===== src/rtl/ram_bist_pkg.sv =====
// Shared definitions for the March C- RAM BIST: element indices, per-element
// direction/pattern tables and controller state encodings.
package ram_bist_pkg;

  localparam logic [2:0] M0 = 3'd0;
  localparam logic [2:0] M1 = 3'd1;
  localparam logic [2:0] M2 = 3'd2;
  localparam logic [2:0] M3 = 3'd3;
  localparam logic [2:0] M4 = 3'd4;
  localparam logic [2:0] M5 = 3'd5;

  // Indexed by element; bit set = descending / inverted background.
  localparam logic [7:0] ELEM_DOWN   = 8'b0001_1000;
  localparam logic [7:0] ELEM_RD_INV = 8'b0001_0100;
  localparam logic [7:0] ELEM_WR_INV = 8'b0000_1010;

  typedef enum logic [1:0] {
    ST_IDLE = 2'd0,
    ST_RUN  = 2'd1,
    ST_DONE = 2'd2
  } state_t;

  function automatic logic [31:0] bg_word(input logic [31:0] bg, input logic inv);
    return inv ? ~bg : bg;
  endfunction

endpackage


===== src/rtl/ram_march_bist_if.sv =====
// DFFRAM port bundle: the BIST drives EN/WE/Di/A and receives registered Do.
interface ram_march_bist_if #(
  parameter int A_WIDTH = 8
);
  logic               ram_EN;
  logic [3:0]         ram_WE;
  logic [31:0]        ram_Di;
  logic [A_WIDTH-1:0] ram_A;
  logic [31:0]        ram_Do;

  modport master (
    output ram_EN,
    output ram_WE,
    output ram_Di,
    output ram_A,
    input  ram_Do
  );

  modport slave (
    input  ram_EN,
    input  ram_WE,
    input  ram_Di,
    input  ram_A,
    output ram_Do
  );
endinterface


===== src/rtl/ram_bist_addr_gen.sv =====
// Up/down word-address counter covering 0..64*COLS-1 with load, step and
// end-of-sweep flag for the current direction.
module ram_bist_addr_gen #(
  parameter int COLS    = 1,
  parameter int A_WIDTH = 8
) (
  input  logic               CLK,
  input  logic               RST_N,
  input  logic               load,
  input  logic               load_down,
  input  logic               step,
  input  logic               down,
  output logic [A_WIDTH-1:0] addr,
  output logic               last
);

  localparam logic [A_WIDTH-1:0] TOP = A_WIDTH'(64 * COLS - 1);

  always_ff @(posedge CLK) begin
    if (!RST_N) begin
      addr <= '0;
    end else if (load) begin
      addr <= load_down ? TOP : '0;
    end else if (step) begin
      addr <= down ? addr - 1'b1 : addr + 1'b1;
    end
  end

  assign last = down ? (addr == '0) : (addr == TOP);

endmodule


===== src/rtl/ram_march_bist.sv =====
// March C- BIST initiator for one DFFRAM: runs M0..M5, stops at first read-back
// mismatch and reports address/data/element; a pass completes 10N+1 cycles after start.
module ram_march_bist
  import ram_bist_pkg::*;
#(
  parameter int          COLS    = 1,
  parameter int          A_WIDTH = 8,
  parameter logic [31:0] BG      = 32'h5555_5555
) (
  input  logic               CLK,
  input  logic               RST_N,
  input  logic               start,
  output logic               busy,
  output logic               done,
  output logic               pass,
  output logic [A_WIDTH-1:0] fail_addr,
  output logic [31:0]        fail_data,
  output logic [2:0]         fail_elem,
  ram_march_bist_if.master   ram
);

  state_t             state_q, state_d;
  logic [2:0]         elem_q, elem_d, elem_nx;
  logic               phase_q, phase_d;
  logic               drain_q, drain_d;
  logic               en_q, en_d;
  logic [3:0]         we_q, we_d;
  logic [31:0]        di_q, di_d;
  logic               pass_q, pass_d;
  logic [A_WIDTH-1:0] fail_addr_q, fail_addr_d;
  logic [31:0]        fail_data_q, fail_data_d;
  logic [2:0]         fail_elem_q, fail_elem_d;
  logic               cmp_vld_q, cmp_vld_d;
  logic [A_WIDTH-1:0] cmp_addr_q, cmp_addr_d;
  logic [31:0]        cmp_exp_q, cmp_exp_d;
  logic [2:0]         cmp_elem_q, cmp_elem_d;
  logic               ld, ld_down, stp;
  logic               cur_rd, mism;
  logic [A_WIDTH-1:0] addr;
  logic               last;

  ram_bist_addr_gen #(
    .COLS    (COLS),
    .A_WIDTH (A_WIDTH)
  ) u_addr_gen (
    .CLK       (CLK),
    .RST_N     (RST_N),
    .load      (ld),
    .load_down (ld_down),
    .step      (stp),
    .down      (ELEM_DOWN[elem_q]),
    .addr      (addr),
    .last      (last)
  );

  always_ff @(posedge CLK) begin
    if (!RST_N) begin
      state_q     <= ST_IDLE;
      elem_q      <= M0;
      phase_q     <= 1'b0;
      drain_q     <= 1'b0;
      en_q        <= 1'b0;
      we_q        <= 4'h0;
      di_q        <= '0;
      pass_q      <= 1'b0;
      fail_addr_q <= '0;
      fail_data_q <= '0;
      fail_elem_q <= '0;
      cmp_vld_q   <= 1'b0;
      cmp_addr_q  <= '0;
      cmp_exp_q   <= '0;
      cmp_elem_q  <= '0;
    end else begin
      state_q     <= state_d;
      elem_q      <= elem_d;
      phase_q     <= phase_d;
      drain_q     <= drain_d;
      en_q        <= en_d;
      we_q        <= we_d;
      di_q        <= di_d;
      pass_q      <= pass_d;
      fail_addr_q <= fail_addr_d;
      fail_data_q <= fail_data_d;
      fail_elem_q <= fail_elem_d;
      cmp_vld_q   <= cmp_vld_d;
      cmp_addr_q  <= cmp_addr_d;
      cmp_exp_q   <= cmp_exp_d;
      cmp_elem_q  <= cmp_elem_d;
    end
  end

  always_comb begin
    state_d     = state_q;
    elem_d      = elem_q;
    phase_d     = phase_q;
    drain_d     = drain_q;
    ld          = 1'b0;
    ld_down     = 1'b0;
    stp         = 1'b0;
    en_d        = 1'b0;
    we_d        = 4'h0;
    di_d        = di_q;
    pass_d      = pass_q;
    fail_addr_d = fail_addr_q;
    fail_data_d = fail_data_q;
    fail_elem_d = fail_elem_q;
    cmp_vld_d   = 1'b0;
    cmp_addr_d  = cmp_addr_q;
    cmp_exp_d   = cmp_exp_q;
    cmp_elem_d  = cmp_elem_q;
    elem_nx     = elem_q + 3'd1;
    // Any read issued this cycle is compared next cycle, when Do is valid.
    cur_rd      = (state_q == ST_RUN) && !drain_q &&
                  ((elem_q == M5) || ((elem_q != M0) && !phase_q));
    mism        = (state_q == ST_RUN) && cmp_vld_q && (ram.ram_Do != cmp_exp_q);

    case (state_q)
      ST_RUN: begin
        cmp_vld_d  = cur_rd;
        cmp_addr_d = addr;
        cmp_exp_d  = bg_word(BG, ELEM_RD_INV[elem_q]);
        cmp_elem_d = elem_q;
        if (mism) begin
          state_d     = ST_DONE;
          pass_d      = 1'b0;
          fail_addr_d = cmp_addr_q;
          fail_data_d = ram.ram_Do;
          fail_elem_d = cmp_elem_q;
          cmp_vld_d   = 1'b0;
        end else if (drain_q) begin
          state_d = ST_DONE;
          pass_d  = 1'b1;
        end else if ((elem_q != M0) && (elem_q != M5) && !phase_q) begin
          phase_d = 1'b1;
        end else begin
          phase_d = 1'b0;
          if (!last) begin
            stp = 1'b1;
          end else if (elem_q == M5) begin
            drain_d = 1'b1;
          end else begin
            elem_d  = elem_nx;
            ld      = 1'b1;
            ld_down = ELEM_DOWN[elem_nx];
          end
        end
      end
      default: begin
        if (start) begin
          state_d     = ST_RUN;
          elem_d      = M0;
          phase_d     = 1'b0;
          drain_d     = 1'b0;
          ld          = 1'b1;
          pass_d      = 1'b0;
          fail_addr_d = '0;
          fail_data_d = '0;
          fail_elem_d = '0;
        end
      end
    endcase

    // RAM drive for the coming cycle is registered from the next sequencer state.
    if ((state_d == ST_RUN) && !drain_d) begin
      en_d = 1'b1;
      if ((elem_d == M0) || phase_d) begin
        we_d = 4'hF;
        di_d = bg_word(BG, ELEM_WR_INV[elem_d]);
      end
    end
  end

  assign busy       = (state_q == ST_RUN);
  assign done       = (state_q == ST_DONE);
  assign pass       = pass_q;
  assign fail_addr  = fail_addr_q;
  assign fail_data  = fail_data_q;
  assign fail_elem  = fail_elem_q;
  assign ram.ram_EN = en_q;
  assign ram.ram_WE = we_q;
  assign ram.ram_Di = di_q;
  assign ram.ram_A  = addr;

endmodule


===== src/flat_wrapper.sv =====
// flat-port wrapper written by rule: the top's interface ports become plain ports
module ram_march_bist_flat import ram_bist_pkg::*;
#(
  parameter int          COLS    = 1,
  parameter int          A_WIDTH = 8,
  parameter logic [31:0] BG      = 32'h5555_5555
)
  (CLK, RST_N, start, busy, done, pass, fail_addr, fail_data, fail_elem, ram_ram_EN, ram_ram_WE, ram_ram_Di, ram_ram_A, ram_ram_Do);
  ram_march_bist_if #(.A_WIDTH(A_WIDTH)) ram_i ();
  input  logic CLK;
  input  logic RST_N;
  input  logic start;
  output logic busy;
  output logic done;
  output logic pass;
  output logic [A_WIDTH-1:0] fail_addr;
  output logic [31:0] fail_data;
  output logic [2:0] fail_elem;
  output wire logic [$bits(ram_i.ram_EN)-1:0] ram_ram_EN;
  output wire logic [$bits(ram_i.ram_WE)-1:0] ram_ram_WE;
  output wire logic [$bits(ram_i.ram_Di)-1:0] ram_ram_Di;
  output wire logic [$bits(ram_i.ram_A)-1:0] ram_ram_A;
  input wire logic [$bits(ram_i.ram_Do)-1:0] ram_ram_Do;
  assign ram_ram_EN = ram_i.ram_EN;
  assign ram_ram_WE = ram_i.ram_WE;
  assign ram_ram_Di = ram_i.ram_Di;
  assign ram_ram_A = ram_i.ram_A;
  assign ram_i.ram_Do = ram_ram_Do;
  ram_march_bist #(.COLS(COLS), .A_WIDTH(A_WIDTH), .BG(BG)) u_core (.CLK(CLK), .RST_N(RST_N), .start(start), .busy(busy), .done(done), .pass(pass), .fail_addr(fail_addr), .fail_data(fail_data), .fail_elem(fail_elem), .ram(ram_i));
endmodule

===== config.mk =====
export PLATFORM = sky130hd
export DESIGN_NAME = ram_march_bist_flat
export DESIGN_NICKNAME = d
export VERILOG_FILES = /design/src/rtl/ram_bist_pkg.sv /design/src/rtl/ram_march_bist_if.sv /design/src/rtl/ram_bist_addr_gen.sv /design/src/rtl/ram_march_bist.sv /design/src/flat_wrapper.sv
export SDC_FILE = /design/constraint.sdc
export NUM_CORES = 1
export LEC_CHECK = 0
export BUFFER_PORTS_ARGS = -buffer_cell sky130_fd_sc_hd__buf_2
export CAP_MARGIN = 20
export CORE_ASPECT_RATIO = 1.2
export CORE_MARGIN = 2
export CORE_UTILIZATION = 55
export CTS_CLUSTER_DIAMETER = 150
export DETAILED_ROUTE_END_ITERATION = 16
export PLACE_DENSITY = 0.87
export SKIP_CTS_REPAIR_TIMING = 1
export SLEW_MARGIN = 40
export SYNTH_ARGS = -nofsm -noshare
export SYNTH_HDL_FRONTEND = slang
export SYNTH_SLANG_ARGS = --single-unit

===== constraint.sdc =====
create_clock -name CLK -period 5.4 [get_ports CLK]
set_clock_uncertainty 0.05 [all_clocks]
set_input_delay 0.27 -clock CLK [delete_from_list [all_inputs] [get_ports CLK]]
set_output_delay 0.27 -clock CLK [all_outputs]
set_load 0.02 [all_outputs]

==> flow_metrics.tcl, run 1 <==
set metrics [dict create \
    status "finished clean" \
    grt_pass1_vias 3151 \
    crit_type "reg2reg" \
    clk_pin_slew_ns 0.09 \
    antenna_found_initial 0 \
    internal_power_uw 834.9 \
    nNetsFinal 607 \
    post-route-period-util 0.4979 \
    max_freq_mhz 372.0 \
    path_max_fanout 8 \
    synthTopCellsByCount "87 x nand2_1, 79 x dfxtp_1, 66 x a21oi_1, 51 x nand3_1, 33 x buf_4" \
    fin_setup_tns_ns 0 \
    grt_util_all_layers 0.2351 \
    maxCapViolCount 0 \
    first_pass_iters 5 \
    drcViolationCount 0 \
    power_frac_comb 0.088 \
    boundaryPins 126 \
    hold_class "in2reg" \
    fin_area_sq_um 4474 \
    clock_sinks 79 \
    place_area_sq_um 4270 \
    synth_compound_area_frac 0.1582 \
    post-dp-hpwl_um 6427 \
    ys_seq_area_frac 0.4107 \
    synth_fa_ha_area_frac 0.04094 \
    seqPwrFrac 0.520 \
    end_kind "flop" \
    cellPowerDensity_nw_per_um2 254.7 \
    synthSimpleGateAreaFrac 0.2541 \
    initial_utilization 0.5653 \
    cts_buffers 9 \
    power_frac_clock 0.392 \
    io_buffers 125 \
    synth_async_sr_flop_share 0 \
    switching_share 0.2673 \
    viasPerCell 5.644 \
    syn_nets 527 \
    synth_area_leaders "dfxtp_1 41%, a21oi_1 8.6%, nand2_1 8.5%" \
    synth_ff_type "dfxtp_1" \
    fp.coreArea_sq_um 6813 \
    yosysTopAreaCell "dfxtp_1" \
    gp_congestion 0.9174 \
    rsz0062_at_grt "false" \
    slew_viol_final 0 \
    total_power_uw 1139 \
    period_minus_slack_ns 2.688 \
    ant_nets 0 \
    grt_pass1_wl_um 14300 \
    clock_latency_ns 0.36 \
    antenna_cells 0 \
    synth.area.mux_share 0.01722 \
    drt_iter0_drc 221 \
    setup_viol 0 \
    grt_max_degree 66 \
    synth_edf_count 0 \
    row_count 33 \
    synthXorXnorAreaFrac 0.01819 \
    ys_warn_count 0 \
    die_area_sq_um 7691 \
    htreeDepth 3 \
    cts_root_buffer "clkbuf_8" \
    synth_top_family_by_area "simple AND/OR/NAND/NOR gates" \
    grt_overflow 0 \
    worst_slew_pin_slew_ns 0.6539 \
    critPathLaunchType "flop" \
    synth_area_sq_um 3851 \
    syn_inst 480 \
    cts_tree "yes" \
    worstPathRequired_ns 5.63 \
    power.switching_uw 304.5 \
    dieHeight_um 95.67 \
    syn_area_per_cell_sq_um 8.023 \
    vdd_drop_max_uv 135.7 \
    vias 3680 \
    cp.arrival_ns 2.92 \
    max-clock-path-buffers 2 \
    routedWlPerCell_um 13.85 \
    yosysMostFrequentCell "nand2_1" \
    die_x_um 80.39 \
    synthDistinctLibCells 47 \
    p_leak_uw 0.001909 \
    synth.ff_latch_count 79 \
    synth_top_area_share 0.4107 \
    drive_gt1_frac 0.2743 \
    relSlewSlack 0.5636 \
    routed_wirelength_um 9033 \
    hold_viol_final 0 \
    area_delta_synth_final_pct 16.18 \
]
[kinds of logic after synthesis]
| logic type | count (synthesis) |
|---|---|
| DFF | 79 |
| AOI/OAI and AO/OA | 100 |
| buffers and inverters | 70 |
| and+or+nand+nor | 207 |
| muxes | 4 |
| xor gates and xnor gates | 8 |
| adders and majority gates | 12 |
[power groups by stage]
stage          clock network, uW  registers [uW]  logic (uW)
2_1_floorplan                  0             609        69.9
3_3_place_gp                   0             606        96.8
3_5_place_dp                   0             606        98.7
4_1_cts                      454             593        99.6
5_1_grt                      476             594         108
6_report                     447             593        99.9
[worst paths after layout]
path,from,endpoint,slack [ns],depth (start not counted)
setup / recovery,u_core.cmp_exp_q[29],u_core.u_addr_gen.down,2.71,8
hold / removal,ram_ram_Do[2],u_core.fail_data[2],0.12,3
setup reg to reg,u_core.cmp_exp_q[29],u_core.u_addr_gen.down,2.71,8
hold reg to reg,u_core.cmp_addr_q[0],u_core.fail_addr[0],0.40,2
[critical path, stage by stage (launching register included)]
cell,delay [ns]
dfxtp_1,0.46
nand3_1,0.10
nor3_1,0.16
a31oi_1,0.12
o41ai_4,0.62
nand4_2,0.30
mux2i_4,0.31
or3_1,0.36
a21oi_1,0.14
[layer usage]
layer / up-vias / GRT usage / routed length [um]
li1: 1790 / - / -
met1: 1709 / 0.2833 / 3682
met2: 170 / 0.4097 / 4505
met3: 11 / 0.05303 / 723
met4: 0 / 0.08333 / 121
met5: - / 0 / 0
[sequential cells by signal (all words and copies together) (netlist names), 3 cells and up, named ones only]
| signal | count |
|---|---|
| u_core.cmp_addr_q | 8 |
| u_core.elem_q | 3 |
| u_core.cmp_elem_q | 3 |
| u_core.fail_data | 32 |
| u_core.u_addr_gen.addr | 8 |
| u_core.fail_elem | 3 |
| u_core.fail_addr | 8 |
[cells in the final DEF, fill, tap and decap left out, types with 2 or more instances in the layout]
cell type | netlist | routed
a31oi_1 | 6 | 6
o41a_1 | 2 | 2
nand3_1 | 51 | 51
nand2_1 | 87 | 87
ha_1 | 11 | 11
buf_2 | 1 | 125
clkinvlp_4 | 0 | 4
nand2b_1 | 3 | 3
a21oi_1 | 66 | 66
o21ai_1 | 3 | 3
or3_1 | 3 | 3
and3_1 | 2 | 2
inv_1 | 10 | 9
mux2i_4 | 2 | 2
and2_1 | 6 | 6
xnor2_1 | 6 | 6
nor4_1 | 5 | 5
buf_4 | 33 | 4
o211ai_1 | 5 | 5
a22oi_1 | 2 | 2
nand4_1 | 5 | 5
dfxtp_1 | 79 | 79
nor3_1 | 13 | 13
xor2_1 | 2 | 2
nor2b_1 | 5 | 5
nor2_1 | 20 | 19
nor4b_1 | 2 | 2
a21o_1 | 4 | 4
clkbuf_8 | 0 | 9
o21ai_0 | 3 | 3
[stage by stage]
step / hold WS [ns] / setup WS [ns] / std cells / utilization
after detailed placement: 0.3942 / 2.623 / 636 / 0.6268
after floorplan: 0.3560 / 2.920 / 480 / -
final: 0.1165 / 2.712 / 652 / 0.6567
after CTS: 0.1092 / 2.724 / 652 / 0.6567
after global routing: 0.1181 / 2.528 / 652 / 0.6567
after global placement: 0.3873 / 2.736 / 636 / 0.6264
[layout make-up]
cell class	count	area [sq um]
tap	87	108.9
timing repair buffer	129	655.6
sequential	79	1582
clock inverter	7	80.08
fill	556	2338
multi-input combinational	331	1884
clock buffer	9	123.9
inverter	10	40.04
(Power assumes the default switching activity.)
==> run 2, diff against run 1 <==
--- a/config.mk
+++ b/config.mk
@@ -9,10 +9,10 @@
 export CAP_MARGIN = 20
 export CORE_ASPECT_RATIO = 1.2
 export CORE_MARGIN = 2
-export CORE_UTILIZATION = 55
+export CORE_UTILIZATION = 46
 export CTS_CLUSTER_DIAMETER = 150
 export DETAILED_ROUTE_END_ITERATION = 16
-export PLACE_DENSITY = 0.87
+export PLACE_DENSITY = 0.78
 export SKIP_CTS_REPAIR_TIMING = 1
 export SLEW_MARGIN = 40
 export SYNTH_ARGS = -nofsm -noshare
==> constraint.sdc (replaced) <==
create_clock -name CLK -period 2.45 [get_ports CLK]
set_clock_uncertainty 0.05 [all_clocks]
set_input_delay 0.1225 -clock CLK [delete_from_list [all_inputs] [get_ports CLK]]
set_output_delay 0.1225 -clock CLK [all_outputs]
set_load 0.02 [all_outputs]
==> flow_metrics.tcl, run 2 (synthesis results as in run 1) <==
set metrics [dict create \
    status "complete, but fails checks" \
    violations "hold timing" \
    slowest_delay_ns 0.40 \
    final_cell_mix "125 x buf_2, 87 x nand2_1, 74 x dfxtp_1" \
    maxCapViolCount 0 \
    antenna_cells 0 \
    htreeDepth 3 \
    initial_utilization 0.4750 \
    nNetsFinal 645 \
    clk_pin_slew_ns 0.08 \
    largest_reg_flops 32 \
    boundaryPins 126 \
    area_delta_synth_final_pct 27.32 \
    relSlewSlack 0.6669 \
    min_from "ram_ram_Do[10]" \
    vias 3794 \
    fin_setup_tns_ns 0 \
    io_buffers 125 \
    fp.coreArea_sq_um 8108 \
    clock_sinks 79 \
    grt_overflow 0 \
    gp_congestion 0.8911 \
    critPathLaunchType "flop" \
    slew_viol_final 0 \
    placed_cells 658 \
    setup_viol 0 \
    post-route-period-util 0.9574 \
    clock_latency_ns 0.35 \
    row_count 36 \
    crit_family "compound AO/OA/AOI/OAI gates" \
    place_area_sq_um 4420 \
    grt_pass1_wl_um 15370 \
    vdd_drop_max_uv 223.8 \
    routedWlPerCell_um 14.33 \
    switching_share 0.2676 \
    path_max_fanout 8 \
    cellPowerDensity_nw_per_um2 496.8 \
    viasPerCell 5.436 \
    max-clock-path-buffers 2 \
    grt_pass1_vias 3407 \
    worstPathRequired_ns 2.67 \
    period_minus_slack_ns 2.346 \
    fin_area_sq_um 4903 \
    power.switching_uw 651.9 \
    hold_class "in2reg" \
    power_frac_clock 0.355 \
    p_leak_uw 0.002101 \
    drcViolationCount 0 \
    antenna_found_initial 0 \
    grt_util_all_layers 0.2069 \
    holdWs_ns -0.01549 \
    crit-reg2reg-launch "u_core.cmp_exp_q[30]" \
    crit_type "reg2reg" \
    ant_nets 0 \
    post-dp-hpwl_um 6936 \
    hold_viol_final 6 \
    first_pass_iters 4 \
    max_freq_mhz 426.3 \
    crit_path_top_delay_cell "o41ai_4" \
    power_frac_comb 0.109 \
    die_x_um 87.53 \
    cts_root_buffer "clkbuf_8" \
    worst_slew_pin_slew_ns 0.4985 \
    drt_iter0_drc 173 \
    seqPwrFrac 0.535 \
    instances_no_fill 698 \
    end_kind "flop" \
    internal_power_uw 1784 \
    fillers 729 \
    cts_buffers 9 \
    layout_commonest_cell "buf_2" \
    drive_gt1_frac 0.3101 \
    cts_tree "yes" \
    rsz0062_at_grt "true" \
    crit_buf_inv 1 \
    path_cells "nor3_2 > a31oi_2 > o41ai_4 > buf_4 > nand4_4 > mux2i_4 > or3_1 > a21oi_1" \
    dieHeight_um 104.2 \
    routed_wirelength_um 10000 \
    cp-startpoint "u_core.cmp_exp_q[30]" \
    cp.arrival_ns 2.57 \
    grt_max_degree 49 \
    die_area_sq_um 9123 \
]
==> run 2: cell types whose count changed in the layout (fill, tap and decap cells not counted), moves of 4 or more <==
| cell | previous run | this run |
|---|---|---|
| buf_4 | 4 | 18 |
| dfxtp_1 | 79 | 74 |
| dfxtp_2 | 0 | 4 |
| dlygate4sd3_1 | 0 | 22 |
| nor3_1 | 13 | 8 |
| nor3_2 | 0 | 5 |
==> run 2: tightest hold or removal path, stage by stage <==
cell and delay, ns:
buf_2 0.12, nand2_1 0.05, a21oi_1 0.05
==> run 2: path summary, 6_finish.rpt <==
check	to	slack (ns)	cells after the start
worst max-delay path	u_core.u_addr_gen.down	0.10	8
worst min-delay path	u_core.fail_data[10]	-0.02	3
worst max register to register	u_core.u_addr_gen.down	0.10	8
worst min register to register	u_core.cmp_elem_q[0]	0.41	2
==> run 2: cell type report <==
| cell class | count | area [sq um] | area share |
|---|---|---|---|
| Multi-Input combinational cell | 331 | 1953 | 0.3983 |
| Sequential cell | 79 | 1590 | 0.3243 |
| Timing Repair Buffer | 167 | 1028 | 0.2097 |
| Clock buffer | 11 | 141.4 | 0.02883 |
| Tap cell | 95 | 118.9 | 0.02424 |
| Inverter | 10 | 37.54 | 0.007655 |
| Clock inverter | 5 | 33.78 | 0.006890 |
==> run 2: power by group through the flow <==
stage | registers, uW | logic, uW | clock network, uW
after floorplan | 1340 | 154 | 0
after global routing | 1310 | 286 | 931
after global placement | 1330 | 230 | 0
after CTS | 1300 | 233 | 881
final | 1300 | 266 | 866
after detailed placement | 1330 | 232 | 0
==> run 2: layer usage <==
metal  share of wire  track usage
met5               0            0
met4           0.019      0.07802
met3           0.065      0.05000
met2            0.50       0.3452
met1            0.41       0.2535
==> run 2: stage by stage <==
step | hold WS [ns] | power [uW] | setup slack, ns | util
floorplan | 0.2085 | 1497 | 0.005473 | -
global placement | 0.3367 | 1564 | 0.01658 | 0.5418
detailed placement | 0.3422 | 1567 | -0.04948 | 0.5452
CTS | -0.03573 | 2419 | -0.07511 | 0.5668
global route | 0.001950 | 2524 | -0.03707 | 0.6048
finish | -0.01549 | 2436 | 0.1044 | 0.6048
==> run 3, diff against run 2 <==
--- a/config.mk
+++ b/config.mk
@@ -7,7 +7,7 @@
 export LEC_CHECK = 0
 export BUFFER_PORTS_ARGS = -buffer_cell sky130_fd_sc_hd__buf_2
 export CAP_MARGIN = 20
-export CORE_ASPECT_RATIO = 1.2
+export CORE_ASPECT_RATIO = 0.9
 export CORE_MARGIN = 2
 export CORE_UTILIZATION = 46
 export CTS_CLUSTER_DIAMETER = 150
==> flow_metrics.tcl, run 3 (synthesis results as in run 1) <==
set metrics [dict create \
    status "complete, but fails checks" \
    violations "hold timing" \
    seqPwrFrac 0.487 \
    cts_buffers 9 \
    grt_util_all_layers 0.2089 \
    antenna_cells 0 \
    htreeDepth 3 \
    grt_pass1_wl_um 15410 \
    slew_viol_final 0 \
    power.switching_uw 696.7 \
    routed_wirelength_um 10520 \
    row_count 31 \
    worstPathRequired_ns 2.70 \
    post-route-period-util 0.9811 \
    io_buffers 125 \
    max_freq_mhz 416.0 \
    gp_congestion 0.9697 \
    p_leak_uw 0.002145 \
    die_area_sq_um 9121 \
    end_kind "flop" \
    cpMostUsedCell "a31oi_1" \
    clock_sinks 79 \
    nNetsFinal 652 \
    maxCapViolCount 0 \
    power_frac_comb 0.103 \
    cellPowerDensity_nw_per_um2 536.8 \
    cp-startpoint "ram_ram_Do[0]" \
    switching_share 0.2597 \
    crit-reg2reg-launch "u_core.cmp_exp_q[29]" \
    relSlewSlack 0.6867 \
    post-dp-hpwl_um 7056 \
    layout_commonest_cell "buf_2" \
    viasPerCell 5.441 \
    drive_gt1_frac 0.3033 \
    drt_iter0_drc 231 \
    fp.coreArea_sq_um 8107 \
    worst_slew_pin_slew_ns 0.4699 \
    path_max_fanout 6 \
    vdd_drop_max_uv 272.3 \
    crit_path_top_delay_cell "dlygate4sd3_1" \
    hold_class "in2reg" \
    endpoint "u_core.u_addr_gen.down" \
    grt_util_met3 0.05728 \
    power_frac_clock 0.411 \
    cts_tree "yes" \
    cp.arrival_ns 2.65 \
    dieHeight_um 90.81 \
    clock_latency_ns 0.36 \
    slowest_delay_ns 0.55 \
    holdWs_ns -0.01380 \
    rrSetupSlack_ns 0.12 \
    final_util 0.6165 \
    first_pass_iters 7 \
    grt_max_degree 44 \
    crit_type "in2reg" \
    drcViolationCount 0 \
    grt_pass1_vias 3302 \
    vias 3858 \
    met2_usage 0.3350 \
    r2r_end "u_core.u_addr_gen.down" \
    area_delta_synth_final_pct 29.76 \
    period_minus_slack_ns 2.404 \
    top_usage_layer "met2" \
    cts_root_buffer "clkbuf_8" \
    final_cell_mix "125 x buf_2, 87 x nand2_1, 73 x dfxtp_1" \
    antenna_found_initial 0 \
    grt_overflow 0 \
    rr_worst_depth 8 \
    initial_utilization 0.4751 \
    setup_viol 0 \
    die_x_um 100.5 \
    critPathLaunchType "input port" \
    internal_power_uw 1986 \
    path_cells "dlygate4sd3_1 > buf_2 > nor3_1 > a31oi_1 > o41ai_4 > buf_4 > a31oi_1 > and2_2 > or3_1 > a21oi_1" \
    routedWlPerCell_um 14.84 \
    hold_viol_final 1 \
    max-clock-path-buffers 2 \
    met1_usage 0.2684 \
    ant_nets 0 \
    boundaryPins 126 \
    clk_pin_slew_ns 0.09 \
    largest_reg_flops 32 \
]
[run 3: cell count changes in the layout (fill, tap and decap cells not counted), moves of 2 or more]
cell	delta
bufinv_16	+2
clkinv_2	-2
dfxtp_2	+2
dlygate4sd3_1	+8
inv_6	+3
nor3_1	+3
nor3_2	-3
[run 3: power groups by stage]
stage	clock network [uW]	registers, uW	logic [uW]
2_1_floorplan	0	1340	154
3_3_place_gp	0	1340	230
3_5_place_dp	0	1340	230
4_1_cts	1110	1310	231
5_1_grt	1180	1310	295
6_report	1100	1310	275
[run 3: metal layers]
layer	wire [um]	share of wire
met1	4474	0.43
met2	5215	0.50
met3	591	0.056
met4	242	0.023
met5	0	0
[run 3: worst max-delay path: cells and delay by family]
family	cells	cell delay [ns]
buf+inv	3	0.90
simple gates	3	0.78
compound gates	4	0.84
[run 3: stage by stage]
| stage | TNS [ns] | total power [uW] | std cells | setup WS (ns) | cell area (sq um) |
|---|---|---|---|---|---|
| final | 0 | 2683 | 709 | 0.04622 | 4997 |
| after global routing | -0.3062 | 2782 | 709 | -0.07324 | 4997 |
| after CTS | -0.01717 | 2649 | 677 | -0.01717 | 4632 |
| after detailed placement | 0 | 1566 | 661 | 0.01551 | 4405 |
| after global placement | 0 | 1565 | 661 | 0.08835 | 4405 |
| after floorplan | 0 | 1497 | 480 | 0.005473 | 3851 |
[run 3: layout make-up]
class                           count  area [sq um]
Multi-Input combinational cell    331          1927
Tap cell                           99         123.9
Clock buffer                        9         123.9
Fill cell                         642          3109
Sequential cell                    79          1589
Clock inverter                      7         102.6
Inverter                           10         37.54
Timing Repair Buffer              174          1094
[run 3: worst min-delay path by stage]
stage / slack (ns) / depth (start not counted) / start / to
global placement: 0.34 / 3 / ram_ram_Do[25] / u_core.fail_data[25]
global route: -0.00009 / 3 / ram_ram_Do[29] / u_core.fail_data[29]
detailed placement: 0.35 / 3 / ram_ram_Do[10] / u_core.fail_data[10]
floorplan: 0.21 / 2 / ram_ram_Do[0] / u_core.fail_data[0]
CTS: -0.04 / 3 / ram_ram_Do[10] / u_core.fail_data[10]
finish: -0.01 / 3 / ram_ram_Do[29] / u_core.fail_data[29]
